## src/rtl/step_clock_ctrl.sv

```systemverilog
// step_clock_ctrl
//
// Clock-enable controller for the multi-cycle CPU on the Basys3 board.
// It has two modes:
//   - Single-step: a debounced press of CLKButton gives exactly one
//     one-cycle step pulse.
//   - Free-run: while run_mode is set, a divider gives one step pulse
//     every RUN_DIV cycles.
// halt_in from the core suppresses every step pulse.
//
// Parameters:
//   DEBOUNCE_CYCLES  consecutive stable cycles needed to accept a press
//                    or a release (>= 2)
//   RUN_DIV          free-run step period in BasysCLK cycles (>= 2)
//
// Ports:
//   BasysCLK    in   system clock, the only clock
//   RST_Button  in   synchronous reset, active low
//   CLKButton   in   raw asynchronous push-button
//   run_mode    in   asynchronous switch: 1 = free-run, 0 = single-step
//   halt_in     in   synchronous CPU halt request
//   step        out  registered one-cycle CPU clock-enable pulse
//   state       out  current FSM state encoding
//   step_count  out  number of steps issued since reset
//
// Build option:
//   STEP_COUNT_EN  when defined, the 16-bit step counter is built.
//                  Otherwise step_count is tied to zero.
module step_clock_ctrl #(
  parameter int DEBOUNCE_CYCLES = 1000,
  parameter int RUN_DIV         = 4
) (
  input  logic        BasysCLK,
  input  logic        RST_Button,
  input  logic        CLKButton,
  input  logic        run_mode,
  input  logic        halt_in,
  output logic        step,
  output logic [2:0]  state,
  output logic [15:0] step_count
);

  localparam int DB_W  = $clog2(DEBOUNCE_CYCLES);
  localparam int DIV_W = $clog2(RUN_DIV);

  localparam logic [DB_W-1:0]  DB_ONE   = DB_W'(1);
  localparam logic [DB_W-1:0]  DB_LAST  = DB_W'(DEBOUNCE_CYCLES - 1);
  localparam logic [DIV_W-1:0] DIV_ONE  = DIV_W'(1);
  localparam logic [DIV_W-1:0] DIV_LAST = DIV_W'(RUN_DIV - 1);

  typedef enum logic [2:0] {
    ST_IDLE     = 3'd0,
    ST_PRESS_DB = 3'd1,
    ST_STEP     = 3'd2,
    ST_WAIT_REL = 3'd3,
    ST_REL_DB   = 3'd4,
    ST_RUN      = 3'd5
  } state_t;

  logic              btn_p0, btn_s;
  logic              run_p0, run_s;
  state_t            state_q, state_d;
  logic [DB_W-1:0]   db_cnt_q, db_cnt_d, db_inc;
  logic [DIV_W-1:0]  div_q, div_d;
  logic              step_q, step_d;

  // ---- stage p0/p1: two-flop synchronizers for the asynchronous inputs
  always_ff @(posedge BasysCLK) begin
    if (!RST_Button) begin
      btn_p0 <= 1'b0;
      btn_s  <= 1'b0;
      run_p0 <= 1'b0;
      run_s  <= 1'b0;
    end else begin
      btn_p0 <= CLKButton;
      btn_s  <= btn_p0;
      run_p0 <= run_mode;
      run_s  <= run_p0;
    end
  end

  assign db_inc = db_cnt_q + DB_ONE;

  // ---- stage p2: FSM next-state, debounce counter, run divider
  always_comb begin
    state_d  = state_q;
    db_cnt_d = db_cnt_q;
    div_d    = '0;
    step_d   = 1'b0;

    case (state_q)
      ST_IDLE: begin
        if (btn_s) begin
          state_d  = ST_PRESS_DB;
          db_cnt_d = '0;
        end
      end
      ST_PRESS_DB: begin
        if (!btn_s) begin
          state_d = ST_IDLE;
        end else begin
          db_cnt_d = db_inc;
          if (db_inc == DB_LAST) state_d = ST_STEP;
        end
      end
      ST_STEP: state_d = ST_WAIT_REL;
      ST_WAIT_REL: begin
        if (!btn_s) begin
          state_d  = ST_REL_DB;
          db_cnt_d = '0;
        end
      end
      ST_REL_DB: begin
        if (btn_s) begin
          state_d = ST_WAIT_REL;
        end else begin
          db_cnt_d = db_inc;
          if (db_inc == DB_LAST) state_d = ST_IDLE;
        end
      end
      ST_RUN: begin
        if (!run_s) state_d = btn_s ? ST_WAIT_REL : ST_IDLE;
      end
      default: state_d = ST_IDLE;
    endcase

    // The run switch overrides everything except the single STEP cycle,
    // so a step that has already been accepted is never lost.
    if (run_s && (state_q != ST_STEP)) begin
      state_d  = ST_RUN;
      db_cnt_d = '0;
    end

    // The divider only advances while staying in RUN. It is zero on
    // entry, so the first pulse comes after a full period.
    if ((state_q == ST_RUN) && (state_d == ST_RUN))
      div_d = (div_q == DIV_LAST) ? '0 : div_q + DIV_ONE;

    // The pulse is registered and lines up with the cycle it belongs to:
    // the STEP cycle, or the RUN cycle where the divider is at its last count.
    step_d = !halt_in &&
             ((state_d == ST_STEP) ||
              ((state_d == ST_RUN) && (div_d == DIV_LAST)));
  end

  always_ff @(posedge BasysCLK) begin
    if (!RST_Button) begin
      state_q  <= ST_IDLE;
      db_cnt_q <= '0;
      div_q    <= '0;
      step_q   <= 1'b0;
    end else begin
      state_q  <= state_d;
      db_cnt_q <= db_cnt_d;
      div_q    <= div_d;
      step_q   <= step_d;
    end
  end

  assign step  = step_q;
  assign state = state_q;

`ifdef STEP_COUNT_EN
  logic [15:0] step_count_q;

  // ---- stage p3: step counter, wraps naturally at 16 bits
  always_ff @(posedge BasysCLK) begin
    if (!RST_Button)  step_count_q <= 16'h0000;
    else if (step_q)  step_count_q <= step_count_q + 16'h0001;
  end

  assign step_count = step_count_q;
`else
  assign step_count = 16'h0000;
`endif

endmodule

```

## config.mk

```make
export PLATFORM = sky130hd
export DESIGN_NAME = step_clock_ctrl
export DESIGN_NICKNAME = d
export VERILOG_FILES = /design/src/rtl/step_clock_ctrl.sv
export SDC_FILE = /design/constraint.sdc
export NUM_CORES = 1
export LEC_CHECK = 0
export ABC_AREA = 1
export BUFFER_PORTS_ARGS = -buffer_cell sky130_fd_sc_hd__buf_2
export CORE_UTILIZATION = 28
export CTS_BUF_LIST = sky130_fd_sc_hd__clkbuf_2
export DETAILED_ROUTE_END_ITERATION = 6
export PLACE_DENSITY_LB_ADDON = 0.12
export SKIP_CTS_REPAIR_TIMING = 1
export SLEW_MARGIN = 20
export SYNTH_ARGS = -nofsm -noshare
export SYNTH_HDL_FRONTEND = slang
export SYNTH_SLANG_ARGS = --single-unit
```

## constraint.sdc

```tcl
create_clock -name BasysCLK -period 2.34 [get_ports BasysCLK]
set_input_delay 0.468 -clock BasysCLK [delete_from_list [all_inputs] [get_ports BasysCLK]]
set_output_delay 0.468 -clock BasysCLK [all_outputs]
set_load 0.01 [all_outputs]
```

Yosys cells after proc, flatten, opt, wreduce, memory -nomap -nowiden
Cells that the tools add are included.
{ "totals": {"elab_cells": 53, "out_inout_bits": 20, "ff_bits": 20, "inputBits": 5} }
{ "classes": {"n_bitwise": 1, "addsub": 2, "n_mux": 17, "reduce_logical": 10, "eq_ne": 15} }
{ "ops": {"columns": ["op", "n"], "rows": [
  ["$mux W10", 4],
  ["$pmux W10 S4", 1],
  ["$mux W3", 8],
  ["$pmux W3 S6", 1],
  ["$add A10 B1 Y10 const B", 1],
  ["$eq A10 B10 Y1 const B", 1],
  ["$eq A3 B2 Y1 const B", 3],
  ["$eq A3 B3 Y1 const B", 3],
  ["$ne A2 B2 Y1 const B", 4],
  ["$mux W2", 3],
  ["$reduce_and A5 Y1", 1],
  ["$eq A2 B2 Y1 const B", 2],
  ["$logic_and A1 B1 Y1", 4],
  ["$reduce_bool A4 Y1", 1],
  ["$eq A3 B1 Y1 const B", 1],
  ["$logic_not A3 Y1", 1],
  ["$ne A3 B2 Y1 const B", 1],
  ["$add A2 B1 Y2 const B", 1],
  ["$reduce_or A2 Y1", 1],
  ["$logic_not A1 Y1", 1],
  ["$logic_or A1 B1 Y1", 1],
  ["$not A1 Y1", 1]
]} }

Logic depth before layout (Yosys ltp)
Gate-level depths: netlist (run 1).
{ "depth": {"depth_word": 13, "mapped_depth": 14, "ltp_nobuf": 14} }

Worst setup path before layout (run 1)
OpenSTA, ideal clock, no wires.
{ "synth_path": {"path_type": "flip-flop to flip-flop", "startpoint": "reg db_cnt_q[1]", "endpoint": "reg state_q[2] (netlist: state[2])", "required_ns": 2.227, "setup_ns": 0.113, "path_stages_with_launch": 13, "setup_slack_ns": 0.800, "period_less_slack_ns": 1.540, "t_arrival_ns": 1.427, "n_path_buf": 0, "cell_sequence": "dfxtp_1 -> ha_1 -> nand2_2 -> nor2_2 -> nand3_1 -> nand2_1 -> nand3_2 -> nor2_2 -> nand2_1 -> nand3_1 -> nand3_1 -> o21ai_1 -> inv_1"} }
{ "synth_via": {"elab_chain_cells": 6, "elab_cells_between_ends": 8, "classes_between": "add/sub: 1; eq/ne: 1; mux: 6"} }
{ "synth_rtl": {"columns": ["element", "line_no", "source"], "rows": [
  ["start: declaration", "63", "logic [DB_W-1:0] db_cnt_q, db_cnt_d, db_inc;"],
  ["start signal: assignment", "154", "db_cnt_q <= db_cnt_d;"],
  ["$add A10 B1 Y10 (*)", "82", "assign db_inc = db_cnt_q + DB_ONE;"],
  ["$eq A10 B10 Y1 (*)", "103, 118", null],
  ["$mux W3 (on tied branches)", "118, 103", null],
  ["$mux W3 (on tied branches)", "114, 99", null],
  ["$pmux W3 S6 (*)", "91", "case (state_q)"],
  ["$mux W3 (*)", "129", "if (run_s && (state_q != ST_STEP)) begin"],
  ["end signal: assignment", "153", "state_q <= state_d;"],
  ["end: declaration", "62", "state_t state_q, state_d;"]
]} }
Mark *: on every way between the ends. The rest lies on a longest branch, timed or not.
A chain may end at the register's enable or synchronous reset.

Final worst setup path (run 1)
{ "layout_path": {"startpoint": "reg db_cnt_q[1]", "endpoint": "reg step_q (netlist: step)"} }
{ "layout_via": {"elab_chain_cells": 13, "elab_cells_between_ends": 16, "classes_between": "add/sub: 1; eq/ne: 4; mux: 7; reduce/logical: 4"} }
{ "layout_rtl": {"columns": ["element", "line_no", "source"], "rows": [
  ["$add A10 B1 Y10 (*)", "82", null],
  ["$eq A10 B10 Y1 (*)", "103, 118", null],
  ["$mux W3 (on tied branches)", "118, 103", null],
  ["$mux W3 (on tied branches)", "114, 99", null],
  ["$pmux W3 S6 (*)", "91", null],
  ["$mux W3 (*)", "129", null],
  ["$eq A3 B3 Y1", "136, 143", null],
  ["$logic_and A1 B1 Y1", "136", "if ((state_q == ST_RUN) && (state_d == ST_RUN))"],
  ["$mux W2", "136", null],
  ["$eq A2 B2 Y1", "143", "((state_d == ST_RUN) && (div_d == DIV_LAST)));"],
  ["$logic_and A1 B1 Y1", "143", null],
  ["$logic_or A1 B1 Y1 (*)", "142", "((state_d == ST_STEP) ||"],
  ["$logic_and A1 B1 Y1 (*)", "141", "step_d = !halt_in &&"],
  ["end signal: assignment", "156", "step_q <= step_d;"],
  ["end: declaration", "65", "logic step_q, step_d;"]
]} }
Marks and branches as above.

==> results.toml, run 1 <==
[run_status]
status = "finished, final reports clean"

[drt]
final_antenna_net_count = 0
routed_wl_um = 2360
vias_per_cell = 4.33
vias = 1051
drtIter0Drc = 42
route.detailed.drc = 0
first_pass_iters = 4
wl_per_cell_um = 9.71

[logic_synthesis]
ys_types = 27
ys_async_sr_fraction_pct = 0
ys_ff_latch = 20
yosysWarnings = 0
synth_edf_count = 0
synth_area_mm2 = 0.00122
synth-main-ff-cell = "dfxtp_1"
synth_area_per_cell_um2 = 6.72
ys_seq_area_share_pct = 32.8
syn-instance-count = 182

[setup_path]
path_class = "register to register"
reg2regPathDepth = 13
critPathRequiredTime_ps = 2610
crit_path_end_kind = "register"
cp_max_fo = 5
r2r_slack_ps = 560
worst_ep_arrival_time_ps = 2050
crit_path_start_kind = "register"

[die]
die_area_mm2 = 0.00463
io_pins = 25
die_h_um = 68.1
rows = 23
coreArea_mm2 = 0.00409
start_util_pct = 29.9
die_w_um = 68.1

[cells_and_area]
antenna_cells = 0
fillers = 464
drive_gt1_share_pct = 15.0
nets = 202
area_growth_pct = 4.71
stdcell_count = 243
multi_input_area_um2 = 657
register_area_um2 = 400

[timing]
final-max-slew-violation-count = 0
finalHoldViolCount = 0
min_period_over_period_pct = 76.2
setup_tns_ps = 0
max_freq_mhz = 561
rsz0062_at_grt = "false"
whs_ps = 314
fin_crit_ps = 1780
fin_skew_ps = 8.00
setup_violations = 0

[global_route]
overflow = 0
grt_max_degree = 12
grt_pass1_vias = 971
antenna_found_initial = 0
grt_first_pass_wirelength_um = 4100
grtUsageTotal_pct = 11.9

[min_path]
hold_path.class = "primary input to register"
holdPathStages = 3

[flow_run]
maxCapViolations = 0

[power_and_ir_drop]
p_total_w = 0.000555
leakage_nw = 0.584
ir_drop_mv = 0.196
power_density_mw_per_mm2 = 434

[clocking]
cts_tree = "done"
cts_max_level = 1
cts_root_buf = "clkbuf_2"
cts_buffers = 3
cts.clk_slew.worst_paths_ps = 200
clk-insertion-delay-late_ps = 310
clockBufferDepth = 2
clkSinkCount = 20

[place]
portBuffers = 8
dp_hpwl_um = 1820
gp_congestion = 0.787
dpl.cell_count = 239
[critical path, cell delays in order, from the launching register on]
cell	delay [ps]
dfxtp_1	430
ha_1	260
nand2_2	110
nor2_2	120
nand3_1	80
nand2_1	120
nand3_2	90
nor2_2	110
nand2_1	70
nand2_1	60
nand2_1	60
nor2_1	110
nor2_1	50
nor2_1	70
[layer usage]
| layer | part of all wire, % | vias up | global-route usage, % |
|---|---|---|---|
| li1 | - | 560 | - |
| met1 | 48 | 468 | 14.3 |
| met2 | 49 | 21 | 20.8 |
| met3 | 2.7 | 2 | 2.50 |
| met4 | 0.72 | 0 | 3.91 |
| met5 | 0 | - | 0 |
[Yosys cell counts (2+ instances only)]
| cell | number | area (µm²) |
|---|---|---|
| nand2_1 | 40 | 150 |
| nor2_1 | 25 | 93.8 |
| inv_1 | 21 | 78.8 |
| dfxtp_1 | 20 | 400 |
| buf_4 | 16 | 120 |
| nand3_1 | 13 | 65.1 |
| a21oi_1 | 7 | 35.0 |
| inv_2 | 5 | 18.8 |
| o21ai_1 | 5 | 25.0 |
| nand2_2 | 4 | 25.0 |
| a22oi_1 | 3 | 22.5 |
| ha_1 | 3 | 37.5 |
| nor2_2 | 3 | 18.8 |
| nor3_1 | 3 | 15.0 |
| nand3_2 | 2 | 20.0 |
[flip-flops by register name, summed over array words and instances (netlist names)]
register and flops:
btn_p0 1, state 3, btn_s 1, step 1, div_q 2, run_s 1, run_p0 1, db_cnt_q 10
[placed cells by master, fill, tap and decap left out, drive strengths merged, types with 3 or more instances in the layout]
cell type  instances
nor3               4
nand3             15
o21ai              6
nand2             44
conb              16
nor2              29
inv               26
dfxtp             20
a22oi              3
buf                8
a21oi              7
ha                 3
clkbuf             3
[cell families after synthesis]
| group | share of synthesized area (%) |
|---|---|
| AND/OR/NAND/NOR | 35.5 |
| buffers and inverters | 18.1 |
| flip-flops | 32.8 |
| AO/OA/AOI/OAI | 9.52 |
| adder cells (fa/ha/maj) | 3.07 |
| XOR/XNOR | 0.717 |
| other | 0.307 |
[layout make-up]
type | count | area share (%)
Clock buffer | 3 | 1.17
Clock inverter | 1 | 0.293
Inverter | 27 | 7.92
Multi-Input combinational cell | 134 | 51.3
Sequential cell | 20 | 31.3
Tap cell | 50 | 4.89
Timing Repair Buffer | 8 | 3.13
[where the power goes]
part           total [W]  internal, W  switching (W)
combinational  0.0000554    0.0000135      0.0000419
clock           0.000147    0.0000372       0.000110
sequential      0.000353     0.000347     0.00000587
total           0.000555     0.000398       0.000157
[through the flow]
step                utilization [%]  cell area (µm²)  worst slack, ps
global placement               30.9             1260              582
CTS                            31.3             1280              532
global route                   31.3             1280              292
floorplan                         -             1280              800
detailed placement             30.9             1260              578
finish                         31.3             1280              556
[path summary, 6_finish.rpt]
check / from / end
hold reg to reg: btn_p0 / btn_s
hold / removal: CLKButton / btn_p0
setup / recovery: db_cnt_q[1] / step
setup reg to reg: db_cnt_q[1] / step
(Power assumes the default switching activity.)
==> inputs of run 2 (changes only) <==
- clock period: 2.34 -> 1.65 ns (I/O delays scaled with it)
==> run 2 against run 1 <==
Against the previous run:
- maximum frequency is 12% higher
- largest cell class unchanged
- clock power increased by 49%
- largest power group unchanged
- critical path type unchanged
- worst hold slack got worse by 140 ps
- flip-flop and latch count unchanged
==> results.toml, run 2 (synthesis gave the netlist of run 1 again) <==
[setup_path]
startpoint = "db_cnt_q[0]"
cp_cell_sequence = "buf_6, inv_4, ha_2, nand3_2, nor2_4, nand3_2, nor2_2, nand2_1, nand2_1, nand2_1, nor2_1, nor2_1, nor2_1"
reg2reg_from = "db_cnt_q[0]"
worst_ep_arrival_time_ps = 1890
slowest_delay_ps = 400
critPathRequiredTime_ps = 1950
path_class = "register to register"
crit_path_start_kind = "register"
cp_top_family = "simple AND/OR/NAND/NOR gates"
critPathSlowestCell = "dfxtp_4"
cp_max_fo = 3
crit_path_end_kind = "register"
crit_buf_inv = 2

[die]
die_w_um = 68.1
start_util_pct = 29.9
rows = 23
die_area_mm2 = 0.00463
io_pins = 25
coreArea_mm2 = 0.00409
die_h_um = 68.1

[run_status]
status = "finished, final reports clean"

[timing]
rsz0062_at_grt = "true"
finalHoldViolCount = 0
min_period_over_period_pct = 96.5
max_freq_mhz = 628
setup_tns_ps = 0
setup_violations = 0
whs_ps = 177
worst_slack_ps = 57.1
final-max-slew-violation-count = 0
fin_crit_ps = 1590
fin_skew_ps = 24.8

[place]
dpl.cell_count = 243
dpl_worst_slack_ps = -70.8
dp_hpwl_um = 1890
portBuffers = 8
gp_congestion = 0.804

[drt]
vias_per_cell = 4.40
routed_wl_um = 2520
vias = 1096
final_antenna_net_count = 0
drtIter0Drc = 33
route.detailed.drc = 0
first_pass_iters = 4
wl_per_cell_um = 10.1

[clocking]
cts.clk_slew.worst_paths_ps = 230
cts_max_level = 1
clkSinkCount = 20
clockBufferDepth = 2
cts_buffers = 3
cts_tree = "done"
cts_root_buf = "clkbuf_2"
clk-insertion-delay-late_ps = 340

[cells_and_area]
area_growth_pct = 16.1
antenna_cells = 0
stdcell_count = 249
layout_commonest_cell = "nand2_1"
largest_reg_flops = 10
final_cell_mix = "37 x nand2_1, 24 x nor2_1, 19 x inv_1, 16 x conb_1, 10 x dfxtp_1"
fillers = 459
nets = 208
top_register = "db_cnt_q"
fin_util_pct = 34.7
drive_gt1_share_pct = 29.1

[global_route]
grt_pass1_vias = 961
grt_first_pass_wirelength_um = 4110
grtUsageTotal_pct = 12.2
overflow = 0
antenna_found_initial = 0
grt_max_degree = 12

[min_path]
min_from = "run_mode"
hold_path.class = "primary input to register"

[flow_run]
maxCapViolations = 0

[power_and_ir_drop]
ir_drop_mv = 0.259
power_density_mw_per_mm2 = 565
leakage_nw = 0.638
==> run 2: layer usage <==
layer / routed length (µm) / track usage (%) / vias to the layer above / share of wire (%)
met3: 88 / 2.50 / 2 / 3.5
met4: 21 / 4.69 / 0 / 0.83
met1: 1100 / 14.3 / 501 / 44
met5: 0 / 0 / - / 0
li1: - / - / 574 / -
met2: 1310 / 21.3 / 19 / 52
==> run 2: path summary, 6_finish.rpt <==
check / to / slack, ps / depth (start not counted)
max reg2reg: step / 60 / 13
min reg2reg: run_s / 430 / 2
min: run_p0 / 180 / 3
max: step / 60 / 13
==> run 2: report_power, final <==
part	total (W)	internal (W)	leakage (nW)	switching (W)
Combinational	0.0000818	0.0000213	0.456	0.0000606
Sequential	0.000500	0.000492	0.168	0.00000889
Clock	0.000219	0.0000527	0.0140	0.000167
==> run 2: final cells by class <==
class,count,area [µm²],area share (%)
repair buffers,14,88.8,6.26
inverters,27,104,7.32
flip-flops and latches,20,415,29.3
multi-input cells,134,729,51.4
clock buffers,3,15.0,1.06
clock inverters,1,3.75,0.265
well taps,50,62.6,4.41
==> run 2: worst min-delay path, stage by stage <==
cell and delay [ps]:
buf_2 70, nand2_1 40, inv_1 40
==> run 2: metrics by stage <==
step                      instance area (µm²)  total power, W
after floorplan                          1280        0.000593
after global placement                   1290        0.000588
after detailed placement                 1290        0.000589
after CTS                                1310        0.000809
after global routing                     1420        0.000849
final                                    1420        0.000802
